`src/rtl/mux_pkg.sv`:
```
// mux_pkg: selection-mode constants and width helper shared by the N:1 mux and its arbiter
package mux_pkg;
  localparam int MODE_SEL = 0;
  localparam int MODE_RR = 1;
  function automatic int clog2(input int v);
    int r;
    r = 0;
    while ((1 << r) < v) r++;
    return (r < 1) ? 1 : r;
  endfunction
endpackage

```
`src/rtl/rr_arbiter.sv`:
```
// rr_arbiter: combinational round-robin pick (req, ptr -> one-hot grant, gidx, any_grant), first request at or after ptr modulo N
module rr_arbiter
  import mux_pkg::*;
#(
  parameter int N = 4,
  localparam int SELW = clog2(N)
) (
  input  logic [N-1:0]    req,
  input  logic [SELW-1:0] ptr,
  output logic [N-1:0]    grant,
  output logic [SELW-1:0] gidx,
  output logic            any_grant
);
  always_comb begin
    grant = '0;
    gidx = '0;
    any_grant = 1'b0;
    for (int k = 0; k < N; k++) begin
      if (!any_grant && req[(int'(ptr) + k) % N]) begin
        grant[(int'(ptr) + k) % N] = 1'b1;
        gidx = SELW'((int'(ptr) + k) % N);
        any_grant = 1'b1;
      end
    end
  end
endmodule

```
`src/rtl/mux_n1_rr.sv`:
```
// mux_n1_rr: N:1 valid/ready mux with one-entry output register; sel (MODE=0) or round-robin (MODE=1) picks in_valid/in_data into out_valid/out_data/out_chan, in_ready is combinational
module mux_n1_rr
  import mux_pkg::*;
#(
  parameter int N = 4,
  parameter int WIDTH = 8,
  parameter int MODE = MODE_RR,
  localparam int SELW = clog2(N)
) (
  input  logic                 clk,
  input  logic                 rst,
  input  logic [SELW-1:0]      sel,
  input  logic [N-1:0]         in_valid,
  input  logic [N*WIDTH-1:0]   in_data,
  output logic [N-1:0]         in_ready,
  output logic                 out_valid,
  output logic [WIDTH-1:0]     out_data,
  output logic [SELW-1:0]      out_chan,
  input  logic                 out_ready
);
  logic [N-1:0] grant;
  logic [SELW-1:0] gidx, rr_ptr_q, rr_ptr_d, out_chan_q, out_chan_d;
  logic any_grant, load_en, xfer, out_valid_q, out_valid_d;
  logic [WIDTH-1:0] data_sel, out_data_q, out_data_d;
  if (MODE == MODE_RR) begin : g_rr
    rr_arbiter #(.N(N)) u_arb (
      .req       (in_valid),
      .ptr       (rr_ptr_q),
      .grant     (grant),
      .gidx      (gidx),
      .any_grant (any_grant)
    );
  end else begin : g_sel
    assign grant = (int'(sel) < N) ? ((N'(1) << sel) & in_valid) : '0;
    assign gidx = sel;
    assign any_grant = |grant;
  end
  assign load_en = !out_valid_q | out_ready;
  assign in_ready = grant & {N{load_en & !rst}};
  always_comb begin
    data_sel = '0;
    for (int i = 0; i < N; i++) data_sel = data_sel | (grant[i] ? in_data[i*WIDTH +: WIDTH] : '0);
    xfer = any_grant & load_en;
    out_valid_d = load_en ? any_grant : out_valid_q;
    out_data_d = xfer ? data_sel : out_data_q;
    out_chan_d = xfer ? gidx : out_chan_q;
    rr_ptr_d = (MODE == MODE_RR && xfer) ? ((int'(gidx) == N - 1) ? '0 : gidx + 1'b1) : rr_ptr_q;
  end
  always_ff @(posedge clk) begin
    if (rst) begin
      out_valid_q <= 1'b0;
      out_data_q <= '0;
      out_chan_q <= '0;
      rr_ptr_q <= '0;
    end else begin
      out_valid_q <= out_valid_d;
      out_data_q <= out_data_d;
      out_chan_q <= out_chan_d;
      rr_ptr_q <= rr_ptr_d;
    end
  end
  assign out_valid = out_valid_q;
  assign out_data = out_data_q;
  assign out_chan = out_chan_q;
endmodule
```
`config.mk`:
```
export PLATFORM = sky130hd
export DESIGN_NAME = mux_n1_rr
export DESIGN_NICKNAME = d
export VERILOG_FILES = /design/src/rtl/mux_pkg.sv /design/src/rtl/rr_arbiter.sv /design/src/rtl/mux_n1_rr.sv
export SDC_FILE = /design/constraint.sdc
export NUM_CORES = 1
export LEC_CHECK = 0
export ABC_AREA = 1
export CAP_MARGIN = 20
export CORE_MARGIN = 4
export CORE_UTILIZATION = 36
export DETAILED_ROUTE_END_ITERATION = 16
export GPL_TIMING_DRIVEN = 1
export MAX_ROUTING_LAYER = met4
export PLACE_DENSITY = 0.82
export SLEW_MARGIN = 20
export SYNTH_ARGS = -nofsm -noshare
export SYNTH_HDL_FRONTEND = slang
export SYNTH_SLANG_ARGS = --single-unit
export TNS_END_PERCENT = 20
```
`constraint.sdc`:
```
create_clock -name clk -period 2 [get_ports clk]
set_clock_uncertainty 0.2 [all_clocks]
set_input_delay 0.3 -clock clk [delete_from_list [all_inputs] [get_ports clk]]
set_output_delay 0.3 -clock clk [all_outputs]
set_load 0.02 [all_outputs]
```
After elaboration in Yosys (flattened, before gate mapping):

Cells that the tools add are included.

* bits of input ports: 41
* word-level logic and storage cells: 81
* bits in registers: 13
* output and inout bits: 15

* reduce and logical (&&, ||, !) cells: 15
* equal/unequal tests: 1
* muxes and demuxes: 36
* magnitude comparators: 8
* bitwise operators: 13
* $add $sub $neg: 4

Operator list (number)
* 8-bit two-way mux: 4
* 8-bit OR: 3
* 4-bit two-way mux: 4
* 1-bit two-way mux: 15
* 3-bit by 4-bit < comparator with 1-bit output (second input constant): 3
* 4-bit OR: 3
* 2-bit two-way mux: 5
* 3-bit by 1-bit >= comparator with 1-bit output (second input constant): 3
* 1-bit binary-select mux with 2-bit select: 4
* 1-bit demux with 2-bit select: 4
* 1-bit logical AND: 7
* 2-bit OR reduction: 3
* 1-bit logical NOT: 5
* 2-bit by 1-bit adder with 2-bit output (second input constant): 2
* 2-bit adder (second input constant): 2
* 4-bit bitwise AND: 1
* 1-bit bitwise AND (first input constant): 3
* 2-bit by 3-bit < comparator with 1-bit output (second input constant): 1
* 1-bit bitwise AND: 2
* 2-bit by 1-bit == test with 1-bit output (second input constant): 1
* 2-bit by 1-bit >= comparator with 1-bit output (second input constant): 1
* 1-bit OR: 1

Longest topological paths before layout:

* depth in word-level cells: 18
* depth in mapped cells: 13
* depth with buffers taken out: 13

Modules after synthesis:

From an unflattened synthesis, not the netlist that was laid out.

* cells, all modules: 236
* area, all modules: 1321.3 um2

By module, submodules not included
* mux_n1_rr: instances 1, seq. area each 260.2 um2, cells an instance 162, area an instance 880.8 um2
* rr_arbiter: instances 1, seq. area each 0.0 um2, cells an instance 74, area an instance 440.4 um2

Worst setup path after synthesis:

No wires, ideal clock.

* path kind: reg2out
* from: register (tool-made name)
* to: output port in_ready[0]
* setup slack: -0.281 ns
* cell stages (with the launch flop): 12
* arrival time: 1.781 ns
* required time: 1.500 ns
* buffers on the path: 0
* cells stage by stage: dfxtp_1 > inv_2 > ha_1 > inv_1 > nand3_1 > nand2_1 > nand2_1 > nor2_2 > nand2_1 > nand3_2 > nand2_1 > inv_1

RTL lines
* end: declaration: RTL line mux_n1_rr.sv:15 `output logic [N-1:0] in_ready,`

==> flow_summary_export.csv <==
group,metric,value,unit
pwr,seqPwrFrac,12.5,%
detailed_routing,viasPerCell,4.68,
clock_network,numClockSinks,13,
sta,slew_violations,0,
clock_network,cts.clk_slew.worst_paths,80,ps
floorplanning,fp.dieW,64.5,um
logic_synthesis,synth_common_cells,"nand2_1 (81), nor2_1 (21), inv_1 (16), nand3_1 (14), dfxtp_1 (13)",
grt,grt_pass1_wl,6.34,mm
place,port_buffers,53,
pwr,net-switching-power,0.00165,W
place,place_area,1970,um^2
sta,setup_viol,16,
clock_network,cts-root-buf,"clkbuf_4",
clock_network,ctsHoldBuffers,0,
finish,design_area,2150,um^2
place,dp.final_hpwl,3.02,mm
logic_synthesis,yosys-top-cells-area,"nand2_1 (26%), dfxtp_1 (23%), nor2_1 (6.9%), ha_1 (6.5%), nand3_1 (6.1%)",
grt,grt_util_all_layers,19.3,%
detailed_routing,avgRoutedWirePerCell,12.0,um
flow_run,drv_cap,0,
worst_setup_path,cp-end-kind,"output pin",
logic_synthesis,synthCells,197,
grt,antenna_found_initial,0,
sta,worstMarginPinSlew,314,ps
pwr,pwr-share-clk,5.0,%
logic_synthesis,syn_nets,244,
finish,syn2layout_area_growth,87.5,%
logic_synthesis,ys_ff_latch,13,
sta,fin_setup_tns,-2910,ps
detailed_routing,postRouteAntennaNets,0,
clock_network,numCtsBuffers,3,
pwr,comb_power_share,82.5,%
sta,rsz0062_at_grt,"true",
sta,finalCritPeriodShare,115,%
worst_hold_path,hold_path_end,"out_chan[1]",
logic_synthesis,synth.distinct_cells,23,
pwr,p_leak,1.05,nW
grt,grt_pass1_vias,1552,
finish,fill_cells,235,
clock_network,ctsHtreeMaxLevel,1,
finish,final_nets,338,
place,place_congestion,0.856,
finish,drive_gt1_share,29.7,%
detailed_routing,routed_wl,4.00,mm
logic_synthesis,ys_dominant_reg_cell,"dfxtp_1",
grt,grt_max_degree,19,
logic_synthesis,syn_area_per_cell,5.83,um^2
pwr,sw_frac_of_total,48.3,%
worst_setup_path,path_max_fanout,6,
detailed_routing,remaining_drc_errors,0,
sta,fin_crit,2310,ps
clock_network,cts_tree,"built",
logic_synthesis,yosys.area.top_type,"nand2_1",
worst_hold_path,whs_path_depth,2,
clock_network,clk_path_buf_depth,2,
clock_network,clock_latency,280,ps
pwr,p_int,0.00177,W
worst_setup_path,r2r_end,"out_data[7]",
worst_setup_path,crit_type,"flip-flop to output pin",
sta,setup_ws,-307,ps
worst_setup_path,cp-start-kind,"flip-flop",
grt,overflow,0,
outcome,outcome,"finished with violations",
detailed_routing,dr.pass1.iters,4,
worst_setup_path,cp_slowest_cell,"dfxtp_4",
pwr,vdd_drop_max,917,uV
sta,fmax,0.433,GHz
floorplanning,ios,56,
worst_hold_path,min_path_type,"flip-flop to flip-flop",
place,dpl_worst_slack,-733,ps
worst_setup_path,cpPeakStageDelay,390,ps
logic_synthesis,synth_edf_count,0,
worst_setup_path,worstPathArrival,1810,ps
sta,fin_hold_ws,262,ps
logic_synthesis,synth_most_common_cell,"nand2_1",
finish,antenna_cells,0,
worst_setup_path,r2r_cells,15,
outcome,violations,"negative setup slack",
logic_synthesis,ys_seq_area_share,22.7,%
logic_synthesis,async_flop_share,0,%
detailed_routing,drtIter0Drc,59,
worst_setup_path,worstPathCellList,"inv_6, ha_4, inv_4, nand3_2, nand2_2, nand2_2, nor2_4, nand2_1, nand3_2, nand2_1, inv_2, buf_6",
logic_synthesis,yosys_warnings,0,
floorplanning,die_area,4160,um^2
floorplanning,start_util,37.6,%
worst_hold_path,min_from,"out_chan[1]",
floorplanning,die_h,64.5,um
floorplanning,core,3050,um^2
logic_synthesis,netlist.area_leader.share,26.5,%
detailed_routing,vias,1562,
logic_synthesis,netlist_area,1150,um^2
sta,hold_viol_final,0,
pwr,power_density,1590,nW/um^2
worst_setup_path,r2r_setup_slack,-180,ps
worst_setup_path,critPathRequiredTime,1500,ps
sta,relSlewSlack,79.0,%
floorplanning,rows,20,
## power groups by stage
| stage | Sequential [W] | Combinational, W | Clock [W] |
|---|---|---|---|
| global route | 0.000441 | 0.00308 | 0.000188 |
| floorplan | 0.000542 | 0.00131 | 0 |
| CTS | 0.000427 | 0.00260 | 0.000175 |
| global placement | 0.000434 | 0.00239 | 0 |
| detailed placement | 0.000434 | 0.00244 | 0 |
| finish | 0.000427 | 0.00282 | 0.000172 |
## repair_timing
item | in CTS | in global routing
resized for setup | 33 | 15
buffers inserted | 5 | 4
endpoints found under the setup margin | 15 | 17
pin swaps | 12 | 17
## worst max path at each step
stage | startpoint | to | slack (ps) | cells after the start
floorplan | flip-flop | in_ready[0] | 2 | 11
global placement | in_valid[1] | in_ready[0] | -690 | 13
detailed placement | in_valid[1] | in_ready[1] | -730 | 13
CTS | flip-flop | in_ready[0] | -330 | 11
global route | in_valid[2] | in_ready[3] | -420 | 11
finish | flip-flop | in_ready[1] | -310 | 12
## metrics by stage
step,total power (W),cells,utilization [%]
floorplan,0.00185,197,-
global placement,0.00282,321,64.6
detailed placement,0.00287,321,64.6
CTS,0.00321,330,67.8
global route,0.00371,334,70.5
finish,0.00342,334,70.5
## area by class of cell
class / instances / area, um^2 / area share [%]
sequential: 13 / 268 / 12.4
tap: 44 / 55.1 / 2.56
inverter: 19 / 86.3 / 4.01
clock buffer: 4 / 26.3 / 1.22
multi-input combinational: 163 / 893 / 41.5
timing repair buffer: 91 / 825 / 38.3
## kinds of logic (layout without fill, tap and decap cells)
family | Yosys count | after routing | synth area share, %
flops | 13 | 13 | 22.7
simple gates | 134 | 134 | 51.7
compound gates | 23 | 23 | 11.5
fa+ha+maj | 6 | 6 | 6.54
buf+inv | 21 | 114 | 7.52
## layer usage
metal | routed length (um) | global-route usage (%) | part of all wire (%)
met1 | 1800 | 22.4 | 45
met2 | 1930 | 31.8 | 48
met3 | 167 | 3.12 | 4.2
met4 | 112 | 10.3 | 2.8
met5 | 0 | - | 0
## flip-flops by register name (all words and copies together) (netlist names), named ones only
register	cells
out_valid	1
out_chan	2
out_data	8
rr_ptr_q	1
## critical path: cells and delay by family, from the launching register on
family | cells | cell delay [ps]
adders and majority gates | 1 | 240
buffers and inverters | 4 | 270
DFF | 1 | 390
and+or+nand+nor | 7 | 610
## cell usage in the layout, fill, tap and decap left out, types with 2 or more instances in the layout
| master | count |
|---|---|
| a21boi_0 | 3 |
| a21boi_2 | 2 |
| a21oi_1 | 3 |
| a21oi_2 | 2 |
| buf_4 | 37 |
| buf_6 | 5 |
| clkbuf_4 | 3 |
| clkdlybuf4s50_1 | 49 |
| dfxtp_1 | 11 |
| dfxtp_4 | 2 |
| ha_1 | 4 |
| inv_1 | 10 |
| inv_2 | 5 |
| inv_4 | 2 |
| inv_6 | 2 |
| nand2_1 | 73 |
| nand2_2 | 8 |
| nand2_4 | 3 |
| nand3_1 | 12 |
| nand3_2 | 8 |
| nand4_1 | 4 |
| nor2_1 | 21 |
| nor2_4 | 3 |
| o21ai_1 | 9 |
No activity file was read; power rests on OpenSTA's default activity.
